--- src/rtl/conv2d_pad_stride_stream.sv ---
// Streaming 2D convolution: loads an NxN image and MxM kernel, then emits the
// OxO zero-padded, strided, saturated results in raster order with backpressure.
module conv2d_pad_stride_stream #(
   parameter int unsigned DATA_W = 16,
   parameter int unsigned ACC_W  = 40,
   parameter int unsigned MAX_N  = 16,
   parameter int unsigned MAX_M  = 5,
   parameter int unsigned DIM_W  = 6
) (
   input  logic              clk,
   input  logic              rst_n,
   input  logic              start_i,
   input  logic [DIM_W-1:0]  n_i,
   input  logic [DIM_W-1:0]  m_i,
   input  logic [DIM_W-1:0]  s_i,
   input  logic [DIM_W-1:0]  p_i,
   input  logic [DATA_W-1:0] in_data_i,
   input  logic              in_valid_i,
   output logic              in_ready_o,
   output logic [DATA_W-1:0] out_data_o,
   output logic              out_valid_o,
   input  logic              out_ready_i,
   output logic              out_last_o,
   output logic              done_o,
   output logic              cfg_err_o
);

   localparam int unsigned EXT_W = DIM_W + 2;
   localparam int unsigned CW    = 2 * DIM_W + 4;
   localparam int unsigned PW    = 2 * DATA_W;
   localparam int unsigned IA_W  = $clog2(MAX_N * MAX_N);
   localparam int unsigned KA_W  = $clog2(MAX_M * MAX_M);
   localparam int unsigned LW    = $clog2(MAX_N * MAX_N + MAX_M * MAX_M + 1);

   localparam logic signed [ACC_W-1:0] SMAX = {{(ACC_W-DATA_W+1){1'b0}}, {(DATA_W-1){1'b1}}};
   localparam logic signed [ACC_W-1:0] SMIN = {{(ACC_W-DATA_W+1){1'b1}}, {(DATA_W-1){1'b0}}};

   typedef enum logic [2:0] {StIdle, StLoad, StMac, StEmit, StFin} state_e;

   state_e                   state_q;
   logic [DIM_W-1:0]         n_q, m_q, s_q, p_q;
   logic [EXT_W-1:0]         o_q, r_q, c_q;
   logic [DIM_W-1:0]         ki_q, kj_q;
   logic [LW-1:0]            ld_q;
   logic signed [ACC_W-1:0]  acc_q, acc_d;
   logic                     in_ready_q, out_valid_q, out_last_q, done_q, cfg_err_q;
   logic [DATA_W-1:0]        out_data_q;

   logic signed [DATA_W-1:0] img_mem [MAX_N*MAX_N];
   logic signed [DATA_W-1:0] ker_mem [MAX_M*MAX_M];

   // Config check and output-side computation for the job being started
   logic [EXT_W-1:0] span, div, o_cfg;
   logic             cfg_bad;

   always_comb begin
      span    = EXT_W'(n_i) + (EXT_W'(p_i) << 1);
      cfg_bad = (n_i == '0) || (m_i == '0) || (s_i == '0) ||
                (EXT_W'(n_i) > EXT_W'(MAX_N)) || (EXT_W'(m_i) > EXT_W'(MAX_M)) ||
                (EXT_W'(m_i) > span);
      div     = (s_i == '0) ? EXT_W'(1) : EXT_W'(s_i);
      o_cfg   = (span - EXT_W'(m_i)) / div + EXT_W'(1);
   end

   logic [LW-1:0] nn, ld_end;
   logic          beat;

   always_comb begin
      nn     = LW'(n_q) * LW'(n_q);
      ld_end = nn + LW'(m_q) * LW'(m_q) - LW'(1);
      beat   = (state_q == StLoad) && in_valid_i && in_ready_q;
   end

   always_ff @(posedge clk) begin
      if (beat) begin
         if (ld_q < nn) img_mem[IA_W'(ld_q)] <= in_data_i;
         else           ker_mem[KA_W'(ld_q - nn)] <= in_data_i;
      end
   end

   // Image coordinate of the current tap; a negative value wraps to a set MSB
   logic [CW-1:0]            iy, ix;
   logic                     in_rng, k_last, o_last;
   logic signed [DATA_W-1:0] img_rd, ker_rd;
   logic signed [PW-1:0]     prod;
   logic [DATA_W-1:0]        sat;

   always_comb begin
      iy     = CW'(r_q) * CW'(s_q) + CW'(ki_q) - CW'(p_q);
      ix     = CW'(c_q) * CW'(s_q) + CW'(kj_q) - CW'(p_q);
      in_rng = !iy[CW-1] && !ix[CW-1] && (iy < CW'(n_q)) && (ix < CW'(n_q));
      img_rd = img_mem[IA_W'(iy * CW'(n_q) + ix)];
      ker_rd = ker_mem[KA_W'(CW'(ki_q) * CW'(m_q) + CW'(kj_q))];
      prod   = img_rd * ker_rd;
      acc_d  = acc_q + (in_rng ? {{(ACC_W-PW){prod[PW-1]}}, prod} : '0);
      k_last = (ki_q == m_q - 1'b1) && (kj_q == m_q - 1'b1);
      o_last = (r_q == o_q - 1'b1) && (c_q == o_q - 1'b1);
      if (acc_d > SMAX)      sat = {1'b0, {(DATA_W-1){1'b1}}};
      else if (acc_d < SMIN) sat = {1'b1, {(DATA_W-1){1'b0}}};
      else                   sat = acc_d[DATA_W-1:0];
   end

   always_ff @(posedge clk or negedge rst_n) begin
      if (!rst_n) begin
         state_q     <= StIdle;
         n_q         <= '0;
         m_q         <= '0;
         s_q         <= '0;
         p_q         <= '0;
         o_q         <= '0;
         r_q         <= '0;
         c_q         <= '0;
         ki_q        <= '0;
         kj_q        <= '0;
         ld_q        <= '0;
         acc_q       <= '0;
         in_ready_q  <= 1'b0;
         out_valid_q <= 1'b0;
         out_last_q  <= 1'b0;
         out_data_q  <= '0;
         done_q      <= 1'b0;
         cfg_err_q   <= 1'b0;
      end else begin
         done_q    <= 1'b0;
         cfg_err_q <= 1'b0;
         unique case (state_q)
            StIdle: begin
               if (start_i) begin
                  if (cfg_bad) begin
                     cfg_err_q <= 1'b1;
                  end else begin
                     n_q        <= n_i;
                     m_q        <= m_i;
                     s_q        <= s_i;
                     p_q        <= p_i;
                     o_q        <= o_cfg;
                     ld_q       <= '0;
                     r_q        <= '0;
                     c_q        <= '0;
                     ki_q       <= '0;
                     kj_q       <= '0;
                     acc_q      <= '0;
                     in_ready_q <= 1'b1;
                     state_q    <= StLoad;
                  end
               end
            end
            StLoad: begin
               if (beat) begin
                  ld_q <= ld_q + 1'b1;
                  if (ld_q == ld_end) begin
                     in_ready_q <= 1'b0;
                     state_q    <= StMac;
                  end
               end
            end
            StMac: begin
               acc_q <= acc_d;
               if (kj_q == m_q - 1'b1) begin
                  kj_q <= '0;
                  ki_q <= (ki_q == m_q - 1'b1) ? '0 : ki_q + 1'b1;
               end else begin
                  kj_q <= kj_q + 1'b1;
               end
               if (k_last) begin
                  out_valid_q <= 1'b1;
                  out_data_q  <= sat;
                  out_last_q  <= o_last;
                  state_q     <= StEmit;
               end
            end
            StEmit: begin
               if (out_ready_i) begin
                  out_valid_q <= 1'b0;
                  out_last_q  <= 1'b0;
                  acc_q       <= '0;
                  if (o_last) begin
                     done_q  <= 1'b1;
                     state_q <= StFin;
                  end else begin
                     state_q <= StMac;
                     if (c_q == o_q - 1'b1) begin
                        c_q <= '0;
                        r_q <= r_q + 1'b1;
                     end else begin
                        c_q <= c_q + 1'b1;
                     end
                  end
               end
            end
            StFin: state_q <= StIdle;
            default: state_q <= StIdle;
         endcase
      end
   end

   assign in_ready_o  = in_ready_q;
   assign out_data_o  = out_data_q;
   assign out_valid_o = out_valid_q;
   assign out_last_o  = out_last_q;
   assign done_o      = done_q;
   assign cfg_err_o   = cfg_err_q;

endmodule

--- config.mk ---
export PLATFORM = sky130hd
export DESIGN_NAME = conv2d_pad_stride_stream
export DESIGN_NICKNAME = d
export VERILOG_FILES = /design/src/rtl/conv2d_pad_stride_stream.sv
export SDC_FILE = /design/constraint.sdc
export NUM_CORES = 2
export LEC_CHECK = 0
export CORE_UTILIZATION = 55
export DETAILED_ROUTE_END_ITERATION = 8
export PLACE_DENSITY = 0.71
export REMOVE_ABC_BUFFERS = 1
export SLEW_MARGIN = 20
export SYNTH_ARGS = -nofsm -noshare
export SYNTH_HDL_FRONTEND = slang
export SYNTH_MEMORY_MAX_BITS = 65536
export SYNTH_SLANG_ARGS = --single-unit
--- constraint.sdc ---
create_clock -name clk -period 35.5 [get_ports clk]
set_clock_uncertainty 0.05 [all_clocks]
set_input_delay 7.1 -clock clk [delete_from_list [all_inputs] [get_ports clk]]
set_output_delay 7.1 -clock clk [all_outputs]
set_load 0.01 [all_outputs]
; Yosys cells after proc, flatten, opt, wreduce, memory -nomap -nowiden
; Memories as Yosys holds them, arrays and structs flattened.
; Index checks and enable logic that the tools add are counted.
[totals]
reg_bits = 133
latch_bits = 0
ram_bits = 4496
mem_bits_ro = 0
out_inout_bits = 21
elab_cells = 167
mem_count = 2
[mem_list]
columns = name, depth, width, read_ports, rd_ports_with_merged_regs, wr, line_no
row1 = img_mem, 256, 16, 1, 0, 1, 49  ; logic signed [DATA_W-1:0] img_mem [MAX_N*MAX_N];
row2 = ker_mem, 25, 16, 1, 0, 1, 50  ; logic signed [DATA_W-1:0] ker_mem [MAX_M*MAX_M];
[classes]
addsub = 20
mul = 7
n_div = 1
n_lt_le_gt_ge = 8
eq_ne = 17
shift = 0
n_mux = 59
bitwise = 1
reduce_logical = 34
[ops]
columns = operator, count
row1 = $mux 40, 4
row2 = $pmux 40 s3, 1
row3 = $mux 8, 8
row4 = $add 40x40->40, 1
row5 = $gt 40x16->1 const B, 1
row6 = $lt 40x16->1 const B, 1
row7 = $mux 6, 6
row8 = $lt 16x6->1, 2
row9 = $mul 16x16->32, 1
row10 = $mux 16, 2
row11 = $pmux 8 s2, 2
row12 = $sub 15x6->16, 2
row13 = $add 14x6->15, 2
row14 = $mul 8x6->14, 2
row15 = $mux 9, 3
row16 = $add 8x1->8 const B, 3
row17 = $pmux 6 s2, 2
row18 = $mux 3, 7
row19 = $mux 1, 19
row20 = $logic_not 6->1, 3
row21 = $mul 6x6->9, 2
row22 = $pmux 9 s2, 1
row23 = $eq 8x8->1, 2
row24 = $mul 16x6->8, 1
row25 = other kinds (37), 69

; Logic depth before layout (Yosys ltp)
[depth]
depth_word = 12
depth_mapped = 74

; Worst setup path after synthesis
; No wires, ideal clock.
[synth_timing]
kind = input-to-reg
startpoint = input port n_i[1]
endpoint = register o_q[7]
arrival_ns = 20.933
slack_ns = 14.394
cell_stages = 69
path_buffers = 5
path_cell_list = ha_1 -> fa_1 -> a21oi_1 -> o21bai_1 -> xor2_1 -> ha_1 -> o21a_1 -> o31a_1 -> or4_1 -> and2_1 -> inv_1 -> ha_1 -> a32oi_1 -> ha_1 -> o21a_1 -> o21ai_0 -> clkbuf_1 -> mux2_2 -> [33 not listed] -> o21ai_0 -> nand2b_1 -> a21o_1 -> a21oi_1 -> nand2_1 -> nor2_1 -> a21oi_1 -> ha_1 -> a21o_1 -> a21o_1 -> a21o_1 -> a21o_1 -> a21oi_1 -> nand3_1 -> or3b_2 -> or4_1 -> o21ai_0 -> a21oi_1
[synth_between]
elab_chain_cells = 8
word_cells_on_any_way = 14
[synth_lines]
columns = element, line_no
row1 = start: declaration, 13  ; input logic [DIM_W-1:0] n_i,
row2 = "parallel branches: the longest is 8 deep, another holds $add 6x7->8", n/a
row3 = end signal: assignment, 136  ; o_q <= o_cfg;
row4 = end: declaration, 42  ; logic [EXT_W-1:0] o_q, r_q, c_q;
; Parallel ways; which one is timed is not known.
; A chain may end at the register's enable or synchronous reset.

; Worst setup path in the final report
; Ends and elaborated chain as after synthesis.

==> summary.txt <==
Vias - 100083
CTS tree - built
Antenna violations before repair - 16
Vias in the first global route - 103176
Vias per cell - 6.34
Most common cell after layout, fill and taps aside - edfxtp_1
Core Footprint - 0.363 mm2
Die footprint - 0.367 mm2
Area Overhead vs Synth - 11.2%
Largest net degree at the start of global routing - 162
Reg2reg end - out_data_o[0]$_DFFE_PN0P_
Critical path data required time - 36.31 ns
Avg Inst Size Synth - 19.7 um2
Chip Width - 606 um
Crit end category - register
Cells after Synth - 10201
Post-synth EDFFs - 4496
Root Driver - clkbuf_16
Final core utilization - 61.5%
WHS Endpoint - acc_q[31]$_DFFE_PN0P_
Initial Util - 55.3%
Slew margin rel. - 13.7%
RSZ-0062 raised after global routing - false
# hold bufs at CTS - 0
Least-Margin Pin Slew - 1.29 ns
Mapped cell area - 0.201 mm2
Global Route Usage Sum - 26.4%
Avg WL per Cell - 30.4 um
Period utilization - 62.6%
R2R depth - 60
H-tree depth - 5
Die span in y - 606 um
Yosys cell types - 97
DR iter-0 viols - 11859
Postcts setup bufs - 0
Reg-to-Reg Start - s_q[4]$_DFFE_PN0P_
Layout cells sized above 1 - 23.2%
Max Freq - 45.0 MHz
CTS clk-pin slew, worst paths - 0.07 ns
Commonest non-fill, non-tap cells in the layout - edfxtp_1, mux4_2, inv_1, clkbuf_16, nor2_1
R2R Setup Slk - 14.64 ns
WS Path Type - input port to register
Final ANT Viol Nets - 0
Worst skew pair latency - 1.01 ns
Final wirelength - 481000 um
Min-delay src - acc_q[31]$_DFFE_PN0P_
Tmin final - 22.24 ns
Hold Path Class - register to register
Slew Limit Fails - 0
Register area share after synthesis - 69.0%
Critical-path top delay cell - o2111ai_1
Max-Cap Viols - 0
Most frequent cell on the critical path - o21a_1
# rows - 221
Critical path arrival - 23.05 ns
Gr ovfl total - 0
Post-DP HPWL - 291000 um
Hold Fails Final Rpt - 0
Worst-path fanout max - 15
Clock Tree Buf Depth - 4
Clock sink total - 4629
Final nets - 11364
Boundary pin count - 66
Yosys reg bits - 4629
DR pass1 iterations - 6
Outcome - finished clean
GPL Wtd Cong - 0.852
DRC viols - 0
Async set-or-reset flop fraction in the synthesized netlist - 2.87%
Setup violations, final - 0
Post-CTS Resized - 0
Main synth FF type - edfxtp_1
First-pass GRT wire length - 706000 um
Worst Setup Start Kind - input port
Number of CTS-inserted buffers - 444
PortBufs - 65
Yosys Warn Count - 0
Hold Crit Depth - 2
Max stage delay on crit path - 0.78 ns
Yosys cell counts, types with 97 or more instances:
| cell | instances | area [um2] |
|---|---|---|
| a211oi_1 | 97 | 728 |
| a21oi_1 | 209 | 1050 |
| and2_1 | 100 | 626 |
| buf_2 | 116 | 581 |
| clkbuf_1 | 329 | 1230 |
| dfrtp_1 | 133 | 3330 |
| edfxtp_1 | 4496 | 135000 |
| fa_1 | 381 | 7630 |
| ha_1 | 332 | 4150 |
| inv_1 | 511 | 1920 |
| mux4_2 | 1408 | 31700 |
| nand2_1 | 264 | 991 |
| nand2b_1 | 159 | 995 |
| nor2_1 | 428 | 1610 |
| nor2b_1 | 196 | 1230 |
| o21ai_0 | 137 | 686 |
| xnor2_1 | 121 | 1060 |
sequential cells by signal (all words and copies together) (netlist names), 3 cells and up:
name,cells
ld_q,9
out_data_o,16
r_q,8
p_q,6
state_q,3
c_q,8
o_q,8
s_q,6
img_mem,4096
n_q,6
ker_mem,400
m_q,6
ki_q,6
acc_q,40
kj_q,6
stage by stage:
stage / setup WS, ns / hold WS [ns] / cells / area (um2) / TNS, ns
2_1_floorplan: -15.01 / 0.400 / 9691 / 198000 / -736.41
3_3_place_gp: 12.07 / 0.421 / 14951 / 209000 / 0
3_5_place_dp: 12.29 / 0.430 / 14951 / 209000 / 0
4_1_cts: 13.27 / 0.444 / 15774 / 223000 / 0
5_1_grt: 11.93 / 0.462 / 15778 / 223000 / 0
6_report: 13.26 / 0.443 / 15785 / 223000 / 0
final cells by class:
type | count | area, um2
diodes | 8 | 20.0
clock buffers | 543 | 11600
clock inverters | 280 | 2840
fillers | 24861 | 140000
inverters | 511 | 1920
multi-input cells | 4551 | 58400
flip-flops and latches | 4629 | 138000
well taps | 4794 | 6000
repair buffers | 469 | 3960
logic make-up after synthesis:
logic type / Yosys count / synth area share [%]
mux: 1511 / 16.3
buf+inv: 1021 / 2.05
flops: 4629 / 69.0
xor+xnor: 197 / 0.928
compound gates: 703 / 2.28
simple gates: 1427 / 3.58
fa+ha+maj: 713 / 5.87
worst max-delay path: cells and delay by family:
kind	cells	cell delay [ns]
AOI/OAI and AO/OA	37	7.12
and+or+nand+nor	14	3.50
adders and majority gates	11	3.38
buffers and inverters	4	1.00
muxes	2	0.73
xor gates and xnor gates	1	0.18
metal layers:
metal	up-vias	global-route usage (%)	routed length, um
met5	-	0	71
met4	8	8.17	16600
li1	41560	-	-
met2	4469	42.8	233000
met3	785	4.25	41100
met1	53261	37.5	190000
worst max path at each step:
stage	slack (ns)	start	cells after the start	to
final	13.26	n_i[1]	69	o_q[7]$_DFFE_PN0P_
after CTS	13.27	n_i[1]	69	o_q[7]$_DFFE_PN0P_
after global routing	11.93	n_i[1]	69	o_q[7]$_DFFE_PN0P_
after floorplan	-15.01	s_q[0]$_DFFE_PN0P_	46	out_data_o[0]$_DFFE_PN0P_
after detailed placement	12.29	n_i[1]	68	o_q[7]$_DFFE_PN0P_
after global placement	12.07	n_i[1]	69	o_q[7]$_DFFE_PN0P_
Power is left out: the tool's default activity adds up to more than one toggle a clock period on the data nets, which glitch-free logic cannot reach.
